`config.mk`:
```
export PLATFORM = sky130hd
export DESIGN_NAME = maxpool2x2_stream_flat
export DESIGN_NICKNAME = d
export VERILOG_FILES = /design/src/rtl/maxpool2x2_stream_if.sv /design/src/rtl/maxpool2x2_stream.sv /design/src/flat_wrapper.sv
export SDC_FILE = /design/constraint.sdc
export NUM_CORES = 1
export LEC_CHECK = 0
export BUFFER_PORTS_ARGS = -buffer_cell sky130_fd_sc_hd__buf_2
export CAP_MARGIN = 20
export CORE_ASPECT_RATIO = 0.7
export CORE_UTILIZATION = 60
export CTS_CLUSTER_SIZE = 24
export DETAILED_ROUTE_END_ITERATION = 12
export HOLD_SLACK_MARGIN = 0.15
export PLACE_DENSITY = 0.77
export SLEW_MARGIN = 5
export SYNTH_ARGS = -nofsm -noshare
export SYNTH_HDL_FRONTEND = slang
export SYNTH_SLANG_ARGS = --single-unit
```
`constraint.sdc`:
```
create_clock -name clk -period 11.43 [get_ports clk]
set_clock_uncertainty 0.2 [all_clocks]
set_input_delay 2.286 -clock clk [delete_from_list [all_inputs] [get_ports clk]]
set_output_delay 2.286 -clock clk [all_outputs]
set_load 0.05 [all_outputs]
```
`src/rtl/maxpool2x2_stream_if.sv`:
```
// Pixel-stream interface for the 2x2 max-pooling stage: input pixels in, window maxima out.
// The master drives pixels; the slave (the pooling stage) returns maxima and the frame marker.
interface maxpool2x2_stream_if #(
   parameter int N = 16
);
   logic signed [N-1:0] din;
   logic                valid;
   logic signed [N-1:0] pool_out;
   logic                pool_valid;
   logic                frame_done;

   modport master (
      output din,
      output valid,
      input  pool_out,
      input  pool_valid,
      input  frame_done
   );

   modport slave (
      input  din,
      input  valid,
      output pool_out,
      output pool_valid,
      output frame_done
   );
endinterface

```
`src/rtl/maxpool2x2_stream.sv`:
```
// Streaming 2x2 / stride-2 signed max-pool over a raster-scan single-channel feature map.
// Even rows park horizontal pair maxima in a half-width line buffer; odd rows combine and emit.
module maxpool2x2_stream #(
   parameter int N     = 16,
   parameter int IMG_W = 28,
   parameter int IMG_H = 28
) (
   input  logic              clk,
   input  logic              reset,
   maxpool2x2_stream_if.slave s
);

   localparam int HW = IMG_W / 2;
   localparam int CW = $clog2(IMG_W);
   localparam int RW = $clog2(IMG_H);
   localparam int LW = (HW > 1) ? $clog2(HW) : 1;
   localparam logic signed [N-1:0] MIN_NEG = {1'b1, {(N-1){1'b0}}};

   typedef enum logic {
      ROW_EVEN = 1'b0,
      ROW_ODD  = 1'b1
   } rowState_t;

   rowState_t           state_q, state_d;
   logic [CW-1:0]       col_q, col_d;
   logic [RW-1:0]       row_q, row_d;
   logic signed [N-1:0] pair_q, pair_d;
   logic signed [N-1:0] pool_out_q, pool_out_d;
   logic                pool_valid_q, pool_valid_d;
   logic                frame_done_q, frame_done_d;
   logic signed [N-1:0] lbuf_q [HW];

   logic [LW-1:0]       lbufIdx;
   logic signed [N-1:0] lbufRd;
   logic signed [N-1:0] pmax;
   logic signed [N-1:0] winMax;
   logic                colLast;
   logic                rowLast;
   logic                oddCol;
   logic                lbufWe;

   // Pair max, window max and all next-state values; nothing moves unless valid is high.
   always_comb begin
      lbufIdx      = LW'(col_q >> 1);
      lbufRd       = lbuf_q[lbufIdx];
      colLast      = (col_q == CW'(IMG_W - 1));
      rowLast      = (row_q == RW'(IMG_H - 1));
      oddCol       = col_q[0];
      pmax         = (s.din > pair_q) ? s.din : pair_q;
      winMax       = (lbufRd > pmax) ? lbufRd : pmax;

      col_d        = col_q;
      row_d        = row_q;
      state_d      = state_q;
      pair_d       = pair_q;
      pool_out_d   = pool_out_q;
      pool_valid_d = 1'b0;
      frame_done_d = 1'b0;
      lbufWe       = 1'b0;

      if (s.valid) begin
         if (!oddCol) begin
            pair_d = s.din;
         end else if (state_q == ROW_EVEN) begin
            lbufWe = 1'b1;
         end else begin
            pool_out_d   = winMax;
            pool_valid_d = 1'b1;
            frame_done_d = colLast && rowLast;
         end

         if (colLast) begin
            col_d = '0;
            if (rowLast) begin
               row_d   = '0;
               state_d = ROW_EVEN;
            end else begin
               row_d   = row_q + RW'(1);
               state_d = (state_q == ROW_EVEN) ? ROW_ODD : ROW_EVEN;
            end
         end else begin
            col_d = col_q + CW'(1);
         end
      end
   end

   always_ff @(posedge clk or posedge reset) begin
      if (reset) begin
         state_q      <= ROW_EVEN;
         col_q        <= '0;
         row_q        <= '0;
         pair_q       <= MIN_NEG;
         pool_out_q   <= MIN_NEG;
         pool_valid_q <= 1'b0;
         frame_done_q <= 1'b0;
      end else begin
         state_q      <= state_d;
         col_q        <= col_d;
         row_q        <= row_d;
         pair_q       <= pair_d;
         pool_out_q   <= pool_out_d;
         pool_valid_q <= pool_valid_d;
         frame_done_q <= frame_done_d;
      end
   end

   // Line buffer needs no reset: every even row rewrites each entry before the odd row reads it.
   always_ff @(posedge clk) begin
      if (lbufWe) begin
         lbuf_q[lbufIdx] <= pmax;
      end
   end

   assign s.pool_out   = pool_out_q;
   assign s.pool_valid = pool_valid_q;
   assign s.frame_done = frame_done_q;

endmodule

```
`src/flat_wrapper.sv`:
```
// flat-port wrapper written by rule: the top's interface ports become plain ports
module maxpool2x2_stream_flat 
#(
   parameter int N     = 16,
   parameter int IMG_W = 28,
   parameter int IMG_H = 28
)
  (clk, reset, s_din, s_valid, s_pool_out, s_pool_valid, s_frame_done);
  maxpool2x2_stream_if #(.N(N)) s_i ();
  input  logic clk;
  input  logic reset;
  input wire logic [$bits(s_i.din)-1:0] s_din;
  input wire logic [$bits(s_i.valid)-1:0] s_valid;
  output wire logic [$bits(s_i.pool_out)-1:0] s_pool_out;
  output wire logic [$bits(s_i.pool_valid)-1:0] s_pool_valid;
  output wire logic [$bits(s_i.frame_done)-1:0] s_frame_done;
  assign s_i.din = s_din;
  assign s_i.valid = s_valid;
  assign s_pool_out = s_i.pool_out;
  assign s_pool_valid = s_i.pool_valid;
  assign s_frame_done = s_i.frame_done;
  maxpool2x2_stream #(.N(N), .IMG_W(IMG_W), .IMG_H(IMG_H)) u_core (.clk(clk), .reset(reset), .s(s_i));
endmodule
```
==> flow_metrics.py <==
metrics = {
    "finish": {
        "area_delta_synth_final_pct": 10.6,
        "drive_above_1_share_pct": 15.2,
        "finish.net_count": 1030,
        "multi_input_area_um2": 4060,
        "filler_cell_count": 1403,
        "diodes": 0,
        "regArea_um2": 7860,
    },
    "logic_synthesis": {
        "netlist.area_leader.share_pct": 54.5,
        "syn-num-nets": 1000,
        "synthTopCellsByArea": "edfxtp_1 (55%), dfrtp_1 (8.7%), mux2i_1 (6.7%)",
        "ys.flop_type": "edfxtp_1",
        "yosysMostFrequentCell": "edfxtp_1",
        "synthArstFlopShare_pct": 16.7,
        "postSynthAreaPerCell_um2": 13.0,
        "yosysTopAreaCell": "edfxtp_1",
        "syn_area_um2": 12300,
        "synthCells": 947,
        "synth-seq-cells": 269,
        "yosysUniqueCellTypes": 60,
        "ys_warn_count": 0,
        "synth_commonest_cells": "edfxtp_1 (224), nand2_1 (124), mux2i_1 (82), o21ai_0 (49), dfrtp_1 (43)",
        "synth_seq_area_share_pct": 63.7,
        "synth_edf_count": 224,
    },
    "placement": {
        "gp_congestion": 0.901,
        "dp_hpwl_um": 18600,
        "port_buffers": 36,
    },
    "floorplanning": {
        "placementRows": 43,
        "fp.dieW_um": 173,
        "fp.dieH_um": 122,
        "die_area_um2": 21200,
        "initial_core_util_pct": 61.8,
        "core_um2": 20000,
        "ios": 37,
    },
    "power_and_ir_drop": {
        "clkPwrFrac_pct": 22.2,
        "total_leakage_power_nw": 5.03,
        "p_sw_share_pct": 39.2,
        "ir_worst_vdd_v": 0.000270,
        "combPwrFrac_pct": 39.7,
        "power_frac_seq_pct": 38.1,
        "p_int_w": 0.00227,
        "p_sw_w": 0.00146,
        "p_per_area_nw_per_um2": 273,
    },
    "global_route": {
        "grt_pass1_wl_um": 44200,
        "grt_usage_pct": 27.7,
        "grt_start_max_net_pins": 52,
        "antenna_found_initial": 0,
        "grt.overflow.total": 0,
        "grt_pass1_vias": 7759,
    },
    "cts": {
        "cts-root-buf": "clkbuf_16",
        "ctsResizeCount": 0,
        "cts_max_path_buffers": 3,
        "cts_tree": "done",
        "clk_pin_slew_worst_paths_ps": 60,
        "cts_sinks": 269,
        "cts_buffers": 25,
        "worstSkewPairLatency_ps": 530,
        "post_cts_buffers": 0,
        "cts_hold_buf": 0,
        "cts_max_level": 1,
    },
    "job": {
        "cap_viol_max_count": 0,
    },
    "timing": {
        "slew_violations": 0,
        "tightestPinTransition_ps": 1060,
        "layout_min_cycle_time_ps": 7790,
        "slew_headroom_pct": 29.5,
        "max_freq_mhz": 128,
        "hold_ws_ps": 310,
        "setup_violations": 0,
        "setup_tns_ps": 0,
        "timing.final.crit_share_pct": 68.1,
        "hold_viol_final": 0,
        "rsz0062_at_grt": "false",
    },
    "routing": {
        "vias": 8139,
        "wl_per_cell_um": 22.5,
        "firstDrtPassIters": 6,
        "drc": 0,
        "viasPerCell": 6.43,
        "drt_iter0_drc": 1169,
        "routed_wl_um": 28500,
        "ant_nets": 0,
    },
    "critical_path": {
        "path_class": "input pin to flip-flop",
        "critical_path.endpoint_type": "flip-flop",
        "crit_required_ps": 11590,
        "cp.arrival_ps": 7950,
        "cp_max_fo": 34,
        "start_kind": "input pin",
    },
    "hold_path": {
        "hp-class": "flip-flop to flip-flop",
    },
    "outcome": {
        "status": "completed",
    },
}
power groups by stage:
stage                     clock, W  combinational [W]  sequential [W]
after floorplan                  0            0.00100         0.00145
after global placement           0            0.00139         0.00143
after detailed placement         0            0.00144         0.00144
after CTS                 0.000834            0.00145         0.00142
after global routing      0.000870            0.00160         0.00143
final                     0.000828            0.00148         0.00142
layout by cell type, fill, tap and decap left out, drive strengths merged, types with 20 or more instances in the layout:
cell,instances
nor3,24
nand2,124
nand3,22
clkbuf,40
o22ai,24
nor4,33
buf,61
nand4,20
mux2i,82
edfxtp,224
ha,34
nor2,36
dfrtp,43
o21ai,51
inv,39
cell type report:
type / count / share of cell area (%)
flip-flops and latches: 269 / 57.6
multi-input cells: 579 / 29.8
clock buffers: 40 / 5.51
repair buffers: 61 / 3.04
well taps: 270 / 2.48
inverters: 41 / 1.13
clock inverters: 6 / 0.495
final timing paths:
path	startpoint	endpoint	slack (ps)	depth (start not counted)
max	s_din[15]	u_core.s.pool_out[14]	3640	14
min	u_core.row_q[1]	u_core.row_q[1]	310	2
max reg2reg	u_core.pair_q[15]	u_core.s.pool_out[14]	4920	14
min reg2reg	u_core.row_q[1]	u_core.row_q[1]	310	2
max in group asynchronous	reset	u_core.s.pool_out[15]	8950	3
min in group asynchronous	reset	u_core.pair_q[6]	1500	2
registers in the layout, summed over array words and instances (netlist names):
name                 cells
u_core.pair_q           16
u_core.s.pool_valid      1
u_core.lbuf_q          224
u_core.s.frame_done      1
u_core.s.pool_out       16
u_core.row_q             5
u_core.col_q             5
u_core.state_q           1
critical path, stage by stage:
cell and delay (ps):
buf_2 120, ha_1 990, clkinv_1 800, a21oi_2 440
a211o_1 490, buf_8 250, nor4_1 70, nor3_1 370
ha_1 230, nand4_1 120, or4_4 570, o211a_1 260
o21ai_2 730, o211ai_1 200
metrics by stage:
stage	worst slack, ps	std cells	area, um2	utilization [%]	power (W)
2_1_floorplan	5520	947	12300	-	0.00246
3_3_place_gp	3220	1215	12700	63.8	0.00282
3_5_place_dp	2960	1217	12800	64.0	0.00287
4_1_cts	3500	1263	13600	68.1	0.00370
5_1_grt	3390	1266	13600	68.4	0.00390
6_report	3640	1266	13600	68.4	0.00373
logic make-up (layout without fill, tap and decap cells):
logic type      Yosys count  count (layout)  synth area share (%)
flops                   269             269                  63.7
compound gates          167             167                  9.34
mux                      94              94                  8.48
buf+inv                  99             148                  3.58
simple gates            283             283                  11.4
fa+ha+maj                34              34                  3.45
xor+xnor                  1               1                0.0710
metal layers:
layer	wire length [um]	vias to the layer above	global-route usage (%)	share of wire, %
met5	0	-	0	0
met4	743	0	8.02	2.6
met3	2810	46	4.93	9.8
met2	12300	441	41.2	43
li1	-	3673	-	-
met1	12700	3979	42.0	44
Note: power is estimated with default switching activity, not from simulation.
